File: config.mk
export PLATFORM = sky130hd
export DESIGN_NAME = rand_fetch
export DESIGN_NICKNAME = d
export VERILOG_FILES = /design/src/rtl/rand_fetch.sv
export SDC_FILE = /design/constraint.sdc
export NUM_CORES = 1
export LEC_CHECK = 0
export ABC_CLOCK_PERIOD_IN_PS = 2400
export BUFFER_PORTS_ARGS = -buffer_cell sky130_fd_sc_hd__buf_4
export CORE_UTILIZATION = 55
export DETAILED_ROUTE_END_ITERATION = 16
export HOLD_SLACK_MARGIN = 0.05
export PLACE_DENSITY = 0.78
export SLEW_MARGIN = 20
export SYNTH_ARGS = -nofsm -noshare
export SYNTH_HDL_FRONTEND = slang
export SYNTH_SLANG_ARGS = --single-unit
File: constraint.sdc
create_clock -name clk -period 2.4 [get_ports clk]
set_input_delay 0.48 -clock clk [delete_from_list [all_inputs] [get_ports clk]]
set_output_delay 0.48 -clock clk [all_outputs]
set_load 0.05 [all_outputs]
File: src/rtl/rand_fetch.sv
// Fetch/ack initiator for the LFSR random generator, buffering words in a small FIFO.
// Optional RAND_DUP_REJECT_EN discards a captured word equal to the last pushed one.
module rand_fetch #(
    parameter int W       = 28,
    parameter int DEPTH   = 4,
    parameter int TIMEOUT = 15
) (
    input  logic                     clk,
    input  logic                     reset,
    input  logic                     seeding,
    output logic                     fetch,
    input  logic                     ack,
    input  logic [W-1:0]             dir_X,
    output logic                     rnd_valid,
    input  logic                     rnd_ready,
    output logic [W-1:0]             rnd_data,
    output logic [$clog2(DEPTH):0]   level,
    output logic                     timeout_err
);

    localparam int              AW         = $clog2(DEPTH);
    localparam logic [AW:0]     FULL_LEVEL = (AW+1)'(DEPTH);
    localparam logic [AW:0]     ONE_LEVEL  = (AW+1)'(1);
    localparam logic [7:0]      WAIT_LAST  = 8'(TIMEOUT - 1);

    typedef enum logic [1:0] {S_IDLE, S_REQ, S_WAIT} state_t;

    state_t         state;
    state_t         state_nxt;
    logic [7:0]     wait_cnt;
    logic           capture;
    logic           expire;
    logic           push;
    logic           pop;
    logic           dup_err;
    logic [W-1:0]   mem [DEPTH];
    logic [AW-1:0]  wptr;
    logic [AW-1:0]  rptr;
    logic [AW-1:0]  rptr_nxt;
    logic           empty_after_pop;

    always_ff @(posedge clk or negedge reset) begin
        if (!reset) state <= S_IDLE;
        else        state <= state_nxt;
    end

    // NOTE: every output of this block gets a default first, so no path can infer a latch.
    always_comb begin
        state_nxt = state;
        fetch     = 1'b0;
        capture   = 1'b0;
        expire    = 1'b0;
        case (state)
            S_IDLE: begin
                if (!seeding && (level < FULL_LEVEL)) state_nxt = S_REQ;
            end
            S_REQ: begin
                fetch     = 1'b1;
                state_nxt = S_WAIT;
            end
            S_WAIT: begin
                if (ack) begin
                    capture   = 1'b1;
                    state_nxt = S_IDLE;
                end else if (wait_cnt == WAIT_LAST) begin
                    expire    = 1'b1;
                    state_nxt = S_IDLE;
                end
            end
            default: state_nxt = S_IDLE;
        endcase
    end

    always_ff @(posedge clk or negedge reset) begin
        if (!reset) begin
            wait_cnt <= 8'd0;
        end else if (state == S_REQ) begin
            wait_cnt <= 8'd0;
        end else if ((state == S_WAIT) && !ack && !expire) begin
            wait_cnt <= wait_cnt + 8'd1;
        end
    end

`ifdef RAND_DUP_REJECT_EN
    logic [W-1:0]   last_word;
    logic [1:0]     dup_cnt;
    logic           dup;

    // A repeated word usually means the LFSR has locked up; drop it and ask again.
    assign dup     = capture && (dir_X == last_word);
    assign push    = capture && !dup;
    assign dup_err = dup && (dup_cnt >= 2'd2);

    always_ff @(posedge clk or negedge reset) begin
        if (!reset) begin
            last_word <= '0;
            dup_cnt   <= 2'd0;
        end else if (push) begin
            last_word <= dir_X;
            dup_cnt   <= 2'd0;
        end else if (dup && (dup_cnt != 2'd3)) begin
            dup_cnt   <= dup_cnt + 2'd1;
        end
    end
`else
    assign push    = capture;
    assign dup_err = 1'b0;
`endif

    assign rnd_valid       = (level != '0);
    assign pop             = rnd_valid && rnd_ready;
    assign rptr_nxt        = rptr + AW'(1);
    assign empty_after_pop = (level == '0) || (pop && (level == ONE_LEVEL));

    always_ff @(posedge clk or negedge reset) begin
        if (!reset) begin
            wptr     <= '0;
            rptr     <= '0;
            level    <= '0;
            rnd_data <= '0;
        end else begin
            if (push) wptr <= wptr + AW'(1);
            if (pop)  rptr <= rptr_nxt;
            case ({push, pop})
                2'b10:   level <= level + ONE_LEVEL;
                2'b01:   level <= level - ONE_LEVEL;
                default: level <= level;
            endcase
            // The head register tracks whichever entry will be at the front after this edge.
            if (push && empty_after_pop)      rnd_data <= dir_X;
            else if (pop && !empty_after_pop) rnd_data <= mem[rptr_nxt];
        end
    end

    // NOTE: storage is not reset; only the pointers and level define which entries are live.
    always_ff @(posedge clk) begin
        if (push) mem[wptr] <= dir_X;
    end

    always_ff @(posedge clk or negedge reset) begin
        if (!reset)                  timeout_err <= 1'b0;
        else if (expire || dup_err)  timeout_err <= 1'b1;
    end

endmodule

# ---- Word-level counts from Yosys, hierarchy flattened
# Memories as Yosys holds them, arrays and structs flattened.
# Cells that the tools add are included.
dict set report totals {
  register_bits 46
  latchBits 0
  ramBits 112
  rom_bits 0
  in_bits 33
  output_inout_bits 34
  mem_count 1
}
dict set report op_classes {
  add_sub_neg 5
  n_mul 0
  div_mod_pow 0
  n_lt_le_gt_ge 1
  n_eq_ne 8
  shifts 0
  n_mux 17
  bitwise_logic 0
  reduce_logical 19
}
# memory depth word_bits rd rd_ports_with_merged_regs wr line_no
set memory_table {}
lappend memory_table {mem 4 28 1 0 1 36} ;# logic [W-1:0] mem [DEPTH];
# op n
set op_table {}
lappend op_table {{two-way mux 28 bit} 2}
lappend op_table {{two-way mux 8 bit} 2}
lappend op_table {{adder 8 x 1 -> 8 bit (second input constant)} 1}
lappend op_table {{equality test 8 x 4 -> 1 bit (second input constant)} 1}
lappend op_table {{two-way mux 1 bit} 8}
lappend op_table {{logical AND 1 bit} 7}
lappend op_table {{two-way mux 2 bit} 3}
lappend op_table {{case mux 2 bit (3 select lines)} 1}
lappend op_table {{case mux 3 bit (2 select lines)} 1}
lappend op_table {{nonzero test 2 bit} 3}
lappend op_table {{adder 2 x 1 -> 2 bit (second input constant)} 2}
lappend op_table {{equality test 2 x 1 -> 1 bit (second input constant)} 2}
lappend op_table {{equality test 2 bit (second input constant)} 2}
lappend op_table {{zero test 1 bit} 4}
lappend op_table {{adder 3 x 1 -> 3 bit (second input constant)} 1}
lappend op_table {{equality test 3 x 1 -> 1 bit (second input constant)} 1}
lappend op_table {{zero test 3 bit} 1}
lappend op_table {{less-than comparator 3 bit (second input constant)} 1}
lappend op_table {{!= test 3 bit (second input constant)} 1}
lappend op_table {{nonzero test 3 bit} 1}
lappend op_table {{subtractor 3 x 1 -> 3 bit (second input constant)} 1}
lappend op_table {{zero test 2 bit} 1}
lappend op_table {{!= test 2 bit (second input constant)} 1}
lappend op_table {{AND reduction 2 bit} 1}
lappend op_table {{logical OR 1 bit} 1}

# ---- Logic depth before layout (Yosys ltp)
# Gate-level depths: netlist of the first run.
dict set report logic_depth {
  word_depth 8
  ltp_mapped 9
  mapped_depth_nobuf 9
}

# ---- Worst setup path before layout of the first run
# OpenSTA, ideal clock, no wires.
dict set report synth_path {
  path_kind {reg-to-reg}
  start {register level[0]}
  end {register level[2]}
  setup_ps 151
  t_arrival_ps 2329
  t_required_ps 2249
  slack_ps -80
  path_stages_with_launch 10
  path_buffers 0
  synth_period_minus_slack_ps 2480
  path_cell_list {dfrtp_1 inv_1 ha_1 nor2b_1 inv_1 and2_1 ha_1 mux2i_1 nor2_1 xor2_1}
}
dict set report synth_between {
  elab_chain_cells 4
  word_cells_on_any_way 8
  cone_classes {2 x add/sub; 2 x eq/ne; 1 x mux; 3 x reduce/logical}
}
# item line_no
set synth_rtl {}
lappend synth_rtl {{start: declaration} 17} ;# output logic [$clog2(DEPTH):0] level,
lappend synth_rtl {{start signal: assignment} 125} ;# 2'b10: level <= level + ONE_LEVEL;
lappend synth_rtl {{start signal: assignment} 126} ;# 2'b01: level <= level - ONE_LEVEL;
lappend synth_rtl {{start signal: assignment} 127} ;# default: level <= level;
lappend synth_rtl {{nonzero test 3 bit *} 110} ;# assign rnd_valid = (level != '0);
lappend synth_rtl {{via rnd_valid} 14} ;# output logic rnd_valid,
lappend synth_rtl {{logical AND 1 bit *} 111} ;# assign pop = rnd_valid && rnd_ready;
lappend synth_rtl {{via pop} 34} ;# logic pop;
lappend synth_rtl {{equality test 2 x 1 -> 1 bit or equality test 2 bit (tied branches)} 124} ;# case ({push, pop})
lappend synth_rtl {{case mux 3 bit (2 select lines) or nonzero test 2 bit (tied branches)} --}
# Mark *: on every way through the listed nets, which the timed path passes. The rest lies on a longest branch.
# A chain may end at the register's enable or synchronous reset.

# ---- Worst setup path after layout of the first run
dict set report layout_path {
  start {register level[0]}
  end {output rnd_valid}
}
dict set report layout_between {
  elab_chain_cells 1
}
# item line_no
set layout_rtl {}
lappend layout_rtl {{nonzero test 3 bit} 110}
lappend layout_rtl {{end: declaration} 14}
# Every way passes these cells.

==> results of run 1 <==
-- path summary, 6_finish.rpt --
path	start	end	slack, ns	cells after the start
max	level[0]	rnd_valid	0.31	5
min	reset	wait_cnt[5]	0.09	1
max reg2reg	state[0]	rnd_data[2]	0.43	6
min reg2reg	timeout_err	timeout_err	0.47	2
max in group asynchronous	reset	rptr[1]	1.85	1
min in group clk	seeding	state[0]	0.20	2
-- stage by stage --
step	instances	cell area, µm²
floorplan	397	6360
global placement	595	6960
detailed placement	595	6960
CTS	627	7540
global route	627	7560
finish	627	7560
-- cell families (layout without fill, tap and decap cells) --
logic type	Yosys count	after routing	share of synthesized area (%)
flip-flops	158	158	71.0
AND/OR/NAND/NOR	121	121	8.40
AO/OA/AOI/OAI	40	40	4.01
multiplexers	30	30	10.2
buffers and inverters	27	117	2.87
adder cells (fa/ha/maj)	11	11	2.16
XOR/XNOR	10	10	1.38
-- cells in the final DEF (no fill, tap or decap), types with 6 or more instances in the layout --
cell type  count
nor2_1        35
buf_4         76
mux4_2        28
xnor2_1        6
nand3_1        6
nand2_1       62
clkbuf_16     17
a31oi_1       28
edfxtp_1     112
ha_1          11
inv_1          8
dfrtp_1       43
-- power by group through the flow --
stage          clock, µW  combinational [µW]  sequential, µW
6_report            2630                3510            3720
5_1_grt             2780                3760            3770
4_1_cts             2660                3540            3720
3_5_place_dp           0                3510            3770
3_3_place_gp           0                3390            3740
2_1_floorplan          0                1760            4600
-- state kept, by name, indices dropped and copies added, names as in the netlist --
register     cells
rnd_data        28
mem            112
level            3
wptr             2
timeout_err      1
state            2
rptr             2
wait_cnt         8
-- worst max-delay path: stages, from the launching register on --
cell,delay [ns]
dfrtp_2,0.44
inv_1,0.09
ha_1,0.19
nor2b_1,0.20
inv_1,0.08
buf_4,0.19
-- metal layers --
layer  up-vias  part of all wire [%]  GRT usage (%)
met1      1806                    41           28.3
met5         -                     0              0
li1       1637                     -              -
met4         0                   1.4           9.24
met3        14                   5.0           5.51
met2        99                    52           37.7
-- layout make-up --
type	instances	area share, %
Clock buffer	19	5.73
Sequential cell	158	59.8
Timing Repair Buffer	76	7.55
Inverter	9	0.447
Tap cell	140	2.32
Multi-Input combinational cell	212	22.2
Clock inverter	13	1.95
==> summary.md, run 1 <==
| Metric | Value |
|---|---|
| Period Utilization, post-route | `87.2%` |
| Gate Count Post-Synth | `397` |
| Flop and latch count out of synthesis | `158` |
| # fillers | `740` |
| Status | `finished, final reports clean` |
| CTS Hold Bufs | `0` |
| Num rows | `38` |
| Max cap viols | `0` |
| Worst setup margin | `0.308 ns` |
| Final setup fails | `0` |
| First-pass GRT wire length | `19.0 mm` |
| Synth top area cells | `edfxtp_1 (53%), dfrtp_1 (18%), mux4_2 (9.9%)` |
| Num ports | `67` |
| DR DRC count | `0` |
| Worst-path clk slew | `0.06 ns` |
| Post_cts resized | `0` |
| Post-Syn Area per Cell | `16.0 µm²` |
| ANT nets after route | `0` |
| Most common library cells after synthesis | `edfxtp_1 (112), nand2_1 (62), dfrtp_1 (46)` |
| Largest net degree at the start of global routing | `57` |
| Share of cells above drive strength 1 | `28.7%` |
| Routed vias | `3556` |
| Grt total ovfl | `0` |
| Mapped cell area | `6360 µm²` |
| Overall Power | `9850 µW` |
| Worst-Margin Slew | `0.644 ns` |
| Synthesis-to-finish area growth | `18.8%` |
| Routed vias/inst | `5.67` |
| Unrepaired setup endpoints after global routing | `false` |
| Number of flops mapped to enable cells by yosys | `112` |
| Area of the multi-input gates | `1680 µm²` |
| CTS buffer count | `17` |
| Switching power | `3520 µW` |
| Initial DRC count | `225` |
| CP Max Fanout | `5` |
| Synth top area share | `52.9%` |
| H-tree Lvls | `4` |
| Min Hold Slack | `~0.092 ns` |
| Die area | `around 12000 µm²` |
| TritonCTS Sinks | `158` |
| Synthesis warning total | `0` |
| CP Launch Type | `flip-flop` |
| Core footprint | `~11000 µm²` |
| Detail Placement HPWL | `6.99 mm` |
| Clock buffer depth | `2` |
| CTS tree | `built` |
| Post-synthesis net count | `441` |
| FF/Latch Area | `approximately 4500 µm²` |
| Most common cell in the synthesized netlist | `edfxtp_1` |
| Req. time, crit path | `~1.9 ns` |
| Clock power frac | `26.7%` |
| Total routed wirelength | `approximately 12 mm` |
| RD Place Congestion | `0.758` |
| Pre-CTS setup slack | `0.126 ns` |
| Initial antenna violation count | `0` |
| Insertion delay to the later sink of the worst-skew pair | `0.42 ns` |
| Chip Height | `110 µm` |
| Worst vdd ir | `0.787 mV` |
| Antenna cells | `0` |
| Leak | `~0.0028 µW` |
| Yosys top cell by area | `edfxtp_1` |
| Final hold violations | `0` |
| IO Port Bufs | `66` |
| Final net count | `518` |
| Critical Path End Type | `output port` |
| Ys flop type | `edfxtp_1` |
| Total track usage | `22.5%` |
| Relative slew margins | `57.1%` |
| Sequential-to-total area share from yosys stat | `71.0%` |
| Pwr/cell area | `1300 nW/µm²` |
| Combinational power share | `35.6%` |
| Sequential Power Share | `37.8%` |
| Sw frac | `35.7%` |
| Clock root buffer | `clkbuf_16` |
| Clk_skew | `0.0105 ns` |
| Min Tclk post-route | `around 2.1 ns` |
| Starting Density | `57.7%` |
| Max Clock Freq | `478 MHz` |
| Internal Power | `6340 µW` |
| CP Class | `reg -> out` |
| Via count of the first global-routing pass | `3632` |
| Yosys cell types | `37` |
| DR pass1 iterations | `6` |
| Crit path DAT | `1.61 ns` |
| Asr flop ratio synth | `~29%` |
| Wire per inst | `just under 20 µm` |
| Setup Total Neg Slack | `0 ns` |
| Die W | `approximately 110 µm` |
| Util after Layout | `68.5%` |
| Setup Fix Bufs, Post-CTS | `0` |
| HP Class | `in -> async` |
| Slew Viols, Final | `0` |
Power figures use the tool's default switching activity.
==> run 2, diff against run 1 <==
- RECOVER_POWER: unset -> 50
==> summary.md, run 2 (synthesis results as in run 1) <==
| Metric | Value |
|---|---|
| Status | `finished, final reports clean (unchanged)` |
| Relative slew margins | `16.5% (was 57.1%)` |
| Max cap viols | `0 (unchanged)` |
| Commonest non-fill, non-tap cell in the layout | `edfxtp_1 (unchanged)` |
| CP Class | `reg -> out (unchanged)` |
| Initial antenna violation count | `0 (unchanged)` |
| HP Class | `in -> reg (was in -> async)` |
| Starting Density | `57.7% (unchanged)` |
| Grt total ovfl | `0 (unchanged)` |
| Util after Layout | `67.1% (was 68.5%)` |
| First-pass GRT wire length | `19.0 mm (unchanged)` |
| Most flop-heavy register | `mem (unchanged)` |
| Worst path max stage delay | `0.44 ns (about the same)` |
| Internal Power | `6230 µW (was 6340 µW)` |
| Chip Height | `110 µm (unchanged)` |
| Sequential Power Share | `38.1% (was 37.8%)` |
| Routed vias | `3603 (was 3556)` |
| Die area | `12000 µm² (unchanged)` |
| CP Max Fanout | `5 (unchanged)` |
| Die W | `110 µm (unchanged)` |
| Combinational power share | `34.9% (was 35.6%)` |
| Total routed wirelength | `12.4 mm (was 12.3 mm)` |
| Leak | `0.00270 µW (was 0.00285 µW)` |
| Switching power | `3530 µW (was 3520 µW)` |
| Antenna cells | `0 (unchanged)` |
| Min Tclk post-route | `2.09 ns (about the same)` |
| Slew Viols, Final | `0 (unchanged)` |
| Slowest cell on crit path | `dfrtp_2 (unchanged)` |
| DR DRC count | `0 (unchanged)` |
| Final hold violations | `0 (unchanged)` |
| Routed vias/inst | `5.75 (was 5.67)` |
| DR pass1 iterations | `4 (was 6)` |
| Critical Path End Type | `output port (unchanged)` |
| Synthesis-to-finish area growth | `16.3% (was 18.8%)` |
| Worst R2R Start | `state[0] (unchanged)` |
| Max FFs per register | `112 (unchanged)` |
| Regs by FF count | `mem: 112 flops, rnd_data: 28 flops, wait_cnt: 8 flops (unchanged)` |
| Final setup fails | `0 (unchanged)` |
| ANT nets after route | `0 (unchanged)` |
| Most frequent cells in the layout | `edfxtp_1 (112), nand2_1 (62), clkbuf_1 (43), dfrtp_1 (43), nor2_1 (35) (was edfxtp_1 (112), buf_4 (76), nand2_1 (62))` |
| Clk_skew | `0.00705 ns (was 0.0105 ns)` |
| Crit path DAT | `1.61 ns (about the same)` |
| Clock root buffer | `clkbuf_16 (unchanged)` |
| Setup Total Neg Slack | `0 ns (unchanged)` |
| Worst-path clk slew | `0.06 ns (about the same)` |
| Crit-path leading delay family | `flip-flops (unchanged)` |
| CTS buffer count | `17 (unchanged)` |
| Share of cells above drive strength 1 | `20.3% (was 28.7%)` |
| IO Port Bufs | `66 (unchanged)` |
| Max Clock Freq | `479 MHz (was 478 MHz)` |
| Detail Placement HPWL | `6.99 mm (unchanged)` |
| Cells along the critical path | `inv_1 > ha_1 > nor2b_1 > inv_1 > buf_4 (unchanged)` |
| Via count of the first global-routing pass | `3632 (unchanged)` |
| Fin cells | `627 (unchanged)` |
| Req. time, crit path | `1.92 ns (about the same)` |
| Unrepaired setup endpoints after global routing | `false (unchanged)` |
| Largest net degree at the start of global routing | `57 (unchanged)` |
| Period Utilization, post-route | `87.0% (was 87.2%)` |
| CP Launch Type | `flip-flop (unchanged)` |
| Worst-Margin Slew | `1.25 ns (was 0.644 ns)` |
| Insertion delay to the later sink of the worst-skew pair | `0.42 ns (about the same)` |
| CP Buf/Inv Count | `3 (unchanged)` |
| RD Place Congestion | `0.758 (unchanged)` |
| CP most frequent cell | `inv_1 (unchanged)` |
| Total placed cells including tap cells | `595 (unchanged)` |
| Worst vdd ir | `0.799 mV (was 0.787 mV)` |
| Overall Power | `9760 µW (was 9850 µW)` |
| Total track usage | `22.5% (unchanged)` |
| Initial DRC count | `233 (was 225)` |
| Sw frac | `36.2% (was 35.7%)` |
| Pwr/cell area | `1320 nW/µm² (was 1300 nW/µm²)` |
| Core footprint | `11000 µm² (unchanged)` |
| # fillers | `780 (was 740)` |
| Final net count | `518 (unchanged)` |
| Worst setup margin | `0.311 ns (was 0.308 ns)` |
| Pre-CTS setup slack | `0.126 ns (unchanged)` |
| Clock power frac | `27.0% (was 26.7%)` |
| Crit path launch | `level[0] (unchanged)` |
| Clock buffer depth | `2 (unchanged)` |
| Num ports | `67 (unchanged)` |
| Num rows | `38 (unchanged)` |
| CTS tree | `built (unchanged)` |
| Hold path start | `seeding` |
| H-tree Lvls | `4 (unchanged)` |
| TritonCTS Sinks | `158 (unchanged)` |
| Wire per inst | `19.8 µm (was 19.6 µm)` |
run 2: cell types whose count changed in the layout (fill, tap and decap cells not counted), sizes merged:
cell    before  now
clkbuf      19   61
buf         76   34
run 2: worst reg2reg max path, delay by kind of cell, from the launching register on:
kind | cells | cell delay (ns)
AND/OR/NAND/NOR | 3 | 0.91
flip-flops | 1 | 0.41
buffers and inverters | 2 | 0.37
AO/OA/AOI/OAI | 1 | 0.11
run 2: through the flow:
step	hold WS (ns)	instance area (µm²)
6_report	0.203	7400
5_1_grt	0.200	7400
4_1_cts	0.109	7540
3_5_place_dp	0.470	6960
3_3_place_gp	0.454	6960
2_1_floorplan	0.184	6360
run 2: power groups by stage:
| stage | clock [µW] | combinational [µW] | sequential [µW] |
|---|---|---|---|
| 2_1_floorplan | 0 | 1760 | 4600 |
| 3_3_place_gp | 0 | 3390 | 3740 |
| 3_5_place_dp | 0 | 3510 | 3770 |
| 4_1_cts | 2660 | 3540 | 3720 |
| 5_1_grt | 2780 | 3650 | 3760 |
| 6_report | 2630 | 3410 | 3720 |
run 2: final cells by class:
class                           instances  area, µm²  area share (%)
Sequential cell                       158       4520            61.1
Multi-Input combinational cell        212       1680            22.7
Clock buffer                           19        433            5.85
Clock inverter                         13        148            2.00
Timing Repair Buffer                   76        414            5.60
Tap cell                              140        175            2.37
Inverter                                9       33.8           0.457
run 2: final timing paths:
kind,endpoint,slack [ns],depth (start not counted)
min,state[0],0.20,2
max in group asynchronous,rptr[1],1.23,1
min reg2reg,timeout_err,0.47,2
max reg2reg,rnd_data[2],0.43,6
min in group asynchronous,wait_cnt[5],0.33,1
max,rnd_valid,0.31,5
run 2: timing repair:
action | CTS | global route
hold buffers | 0 | 0
setup buffers | 0 | 0
resized for setup | 0 | 1
setup endpoints to repair | 0 | 2
run 2: metal layers:
metal	vias to the layer above	wire (µm)	track usage (%)	share of wire (%)
met5	-	0	0	0
met4	0	258	9.24	2.1
met3	23	648	5.51	5.2
met2	115	6330	37.7	51
met1	1828	5150	28.3	42
li1	1637	-	-	-
==> run 3, diff against run 2 <==
- ABC_CLOCK_PERIOD_IN_PS: 2400 -> 2200
- CTS_CLUSTER_DIAMETER: unset -> 150
- clock period: 2.4 -> 2.2 ns (I/O delays scaled with it)
==> summary.md, run 3 (synthesis results as in run 1) <==
| Metric | Value |
|---|---|
| First-pass GRT wire length | `19.2 mm (was 19.0 mm)` |
| Max cap viols | `0 (unchanged)` |
| Final setup fails | `0 (unchanged)` |
| Met3 Track Usage GR | `5.93% (was 5.51%)` |
| Clock power frac | `24.8% (was 27.0%)` |
| IO Port Bufs | `66 (unchanged)` |
| Via count of the first global-routing pass | `3701 (was 3632)` |
| Grt met2 use | `36.3% (was 37.7%)` |
| Pwr/cell area | `1400 nW/µm² (was 1320 nW/µm²)` |
| CP Buf/Inv Count | `3 (unchanged)` |
| Clock root buffer | `clkbuf_16 (unchanged)` |
| Final net count | `520 (was 518)` |
| Chip Height | `110 µm (unchanged)` |
| Max FFs per register | `112 (unchanged)` |
| Worst vdd ir | `0.723 mV (was 0.799 mV)` |
| Most flop-heavy register | `mem (unchanged)` |
| RD Place Congestion | `0.753 (was 0.758)` |
| Num ports | `67 (unchanged)` |
| Core footprint | `11000 µm² (unchanged)` |
| # fillers | `784 (was 780)` |
| CTS tree | `built (unchanged)` |
| Share of cells above drive strength 1 | `20.9% (was 20.3%)` |
| Die area | `12000 µm² (unchanged)` |
| Clk_skew | `0.00737 ns (was 0.00705 ns)` |
| Util after Layout | `67.1% (about the same)` |
| Clock buffer depth | `2 (unchanged)` |
| Routed vias | `3547 (was 3603)` |
| Crit-path leading delay family | `flip-flops (unchanged)` |
| CTS Hold Bufs | `0 (unchanged)` |
| Crit path DAT | `1.57 ns (was 1.61 ns)` |
| Post_cts resized | `0 (unchanged)` |
| Min Hold Slack | `0.168 ns (was 0.203 ns)` |
| Overall Power | `10300 µW (was 9760 µW)` |
| Regs by FF count | `mem: 112 flops, rnd_data: 28 flops, wait_cnt: 8 flops (unchanged)` |
| Wire per inst | `19.1 µm (was 19.8 µm)` |
| ANT nets after route | `0 (unchanged)` |
| Grt total ovfl | `0 (unchanged)` |
| Sequential Power Share | `39.4% (was 38.1%)` |
| Req. time, crit path | `1.76 ns (was 1.92 ns)` |
| Setup Total Neg Slack | `0 ns (unchanged)` |
| Initial antenna violation count | `0 (unchanged)` |
| Max Clock Freq | `between 400 and 500 MHz` |
| Most frequent cells in the layout | `edfxtp_1 (112), nand2_1 (62), clkbuf_1 (45) (was edfxtp_1 (112), nand2_1 (62), clkbuf_1 (43), dfrtp_1 (43), nor2_1 (35))` |
| TritonCTS Sinks | `158 (unchanged)` |
| Relative slew margins | `17.9% (was 16.5%)` |
| Switching power | `3810 µW (was 3530 µW)` |
| Slew Viols, Final | `0 (unchanged)` |
| Total track usage | `22.6% (was 22.5%)` |
| Min Tclk post-route | `just over 2 ns` |
| Starting Density | `57.7% (unchanged)` |
| Antenna cells | `0 (unchanged)` |
| Initial DRC count | `227 (was 233)` |
| Routed vias/inst | `5.64 (was 5.75)` |
| Internal Power | `6540 µW (was 6230 µW)` |
| Combinational power share | `35.7% (was 34.9%)` |
| CP Max Fanout | `4 (was 5)` |
| Area of the multi-input gates | `1670 µm² (was 1680 µm²)` |
| Die W | `110 µm (unchanged)` |
| CP Class | `reg -> out (unchanged)` |
| H-tree Lvls | `4 (unchanged)` |
| FF/Latch Area | `4520 µm² (unchanged)` |
| CP Launch Type | `flip-flop (unchanged)` |
| Insertion delay to the later sink of the worst-skew pair | `0.42 ns (about the same)` |
| Unrepaired setup endpoints after global routing | `false (unchanged)` |
| Met1 usage | `29.5% (was 28.3%)` |
| Slowest cell on crit path | `dfrtp_2 (unchanged)` |
| Cells along the critical path | `inv_1 > ha_1 > nor2b_1 > inv_2 > buf_4 (was inv_1 > ha_1 > nor2b_1 > inv_1 > buf_4)` |
| CTS buffer count | `17 (unchanged)` |
| DR DRC count | `0 (unchanged)` |
| Worst path max stage delay | `0.42 ns (was 0.44 ns)` |
| DR pass1 iterations | `5 (was 4)` |
| Sw frac | `36.8% (was 36.2%)` |
| Worst-Margin Slew | `1.23 ns (was 1.25 ns)` |
| Num rows | `38 (unchanged)` |
| Detail Placement HPWL | `6.95 mm (was 6.99 mm)` |
| HP Class | `in -> reg (unchanged)` |
| Leak | `0.00269 µW (was 0.00270 µW)` |
| Total routed wirelength | `12.0 mm (was 12.4 mm)` |
| Post-route cell area | `7410 µm² (was 7400 µm²)` |
| Synthesis-to-finish area growth | `16.4% (was 16.3%)` |
| Commonest non-fill, non-tap cell in the layout | `edfxtp_1 (unchanged)` |
| Critical Path End Type | `output port (unchanged)` |
| Worst-path clk slew | `0.06 ns (about the same)` |
| Final hold violations | `0 (unchanged)` |
| Setup Fix Bufs, Post-CTS | `0 (unchanged)` |
| Largest net degree at the start of global routing | `47 (was 57)` |
| Most Crowded Layer GR | `met2 (unchanged)` |
| Area after DPL | `7040 µm² (was 6960 µm²)` |
| Period Utilization, post-route | `91.5%` |
| Status | `finished, final reports clean (unchanged)` |
-- run 3: cell count changes in the layout (fill, tap and decap cells not counted), sizes merged --
cell | before | now
buf | 34 | 36
bufinv | 3 | 0
clkbuf | 61 | 64
clkinv | 7 | 5
clkinvlp | 3 | 4
inv | 9 | 10
-- run 3: path summary, 6_finish.rpt --
kind	start	to	slack (ns)	cells past startpoint
worst max-delay path	level[1]	rnd_valid	0.19	5
worst min-delay path	seeding	state[0]	0.17	2
worst max register to register	level[0]	level[2]	0.28	9
worst min register to register	timeout_err	timeout_err	0.46	2
max in group asynchronous	reset	level[0]	1.09	1
min in group asynchronous	reset	wait_cnt[5]	0.28	1
-- run 3: layer usage --
layer | up-vias | part of all wire, %
met3 | 19 | 6.4
met5 | - | 0
li1 | 1646 | -
met1 | 1773 | 41
met2 | 109 | 51
met4 | 0 | 1.7
-- run 3: power by group through the flow --
| stage | clock, µW | combinational [µW] | sequential, µW |
|---|---|---|---|
| after global placement | 0 | 3760 | 4110 |
| after detailed placement | 0 | 3840 | 4140 |
| after floorplan | 0 | 1920 | 5020 |
| after CTS | 2610 | 3870 | 4090 |
| after global routing | 2740 | 4000 | 4140 |
| final | 2570 | 3700 | 4080 |
-- run 3: cell type report --
type | count | area share, %
Inverter | 9 | 0.456
Clock inverter | 10 | 0.895
Multi-Input combinational cell | 212 | 22.5
Tap cell | 140 | 2.37
Sequential cell | 158 | 61.0
Clock buffer | 22 | 6.13
Timing Repair Buffer | 78 | 6.64
-- run 3: worst reg2reg max path, stage by stage (launching register included) --
cell	delay (ns)
dfrtp_2	0.40
inv_1	0.07
ha_1	0.23
nor2b_1	0.16
inv_2	0.06
and2_1	0.24
ha_1	0.25
mux2i_1	0.20
nor2_1	0.06
xor2_1	0.13
-- run 3: per-stage QoR --
step	worst slack [ns]	instances
after floorplan	0.0365	397
after global placement	0.309	597
after detailed placement	0.269	597
after CTS	0.159	629
after global routing	0.0954	629
final	0.186	629
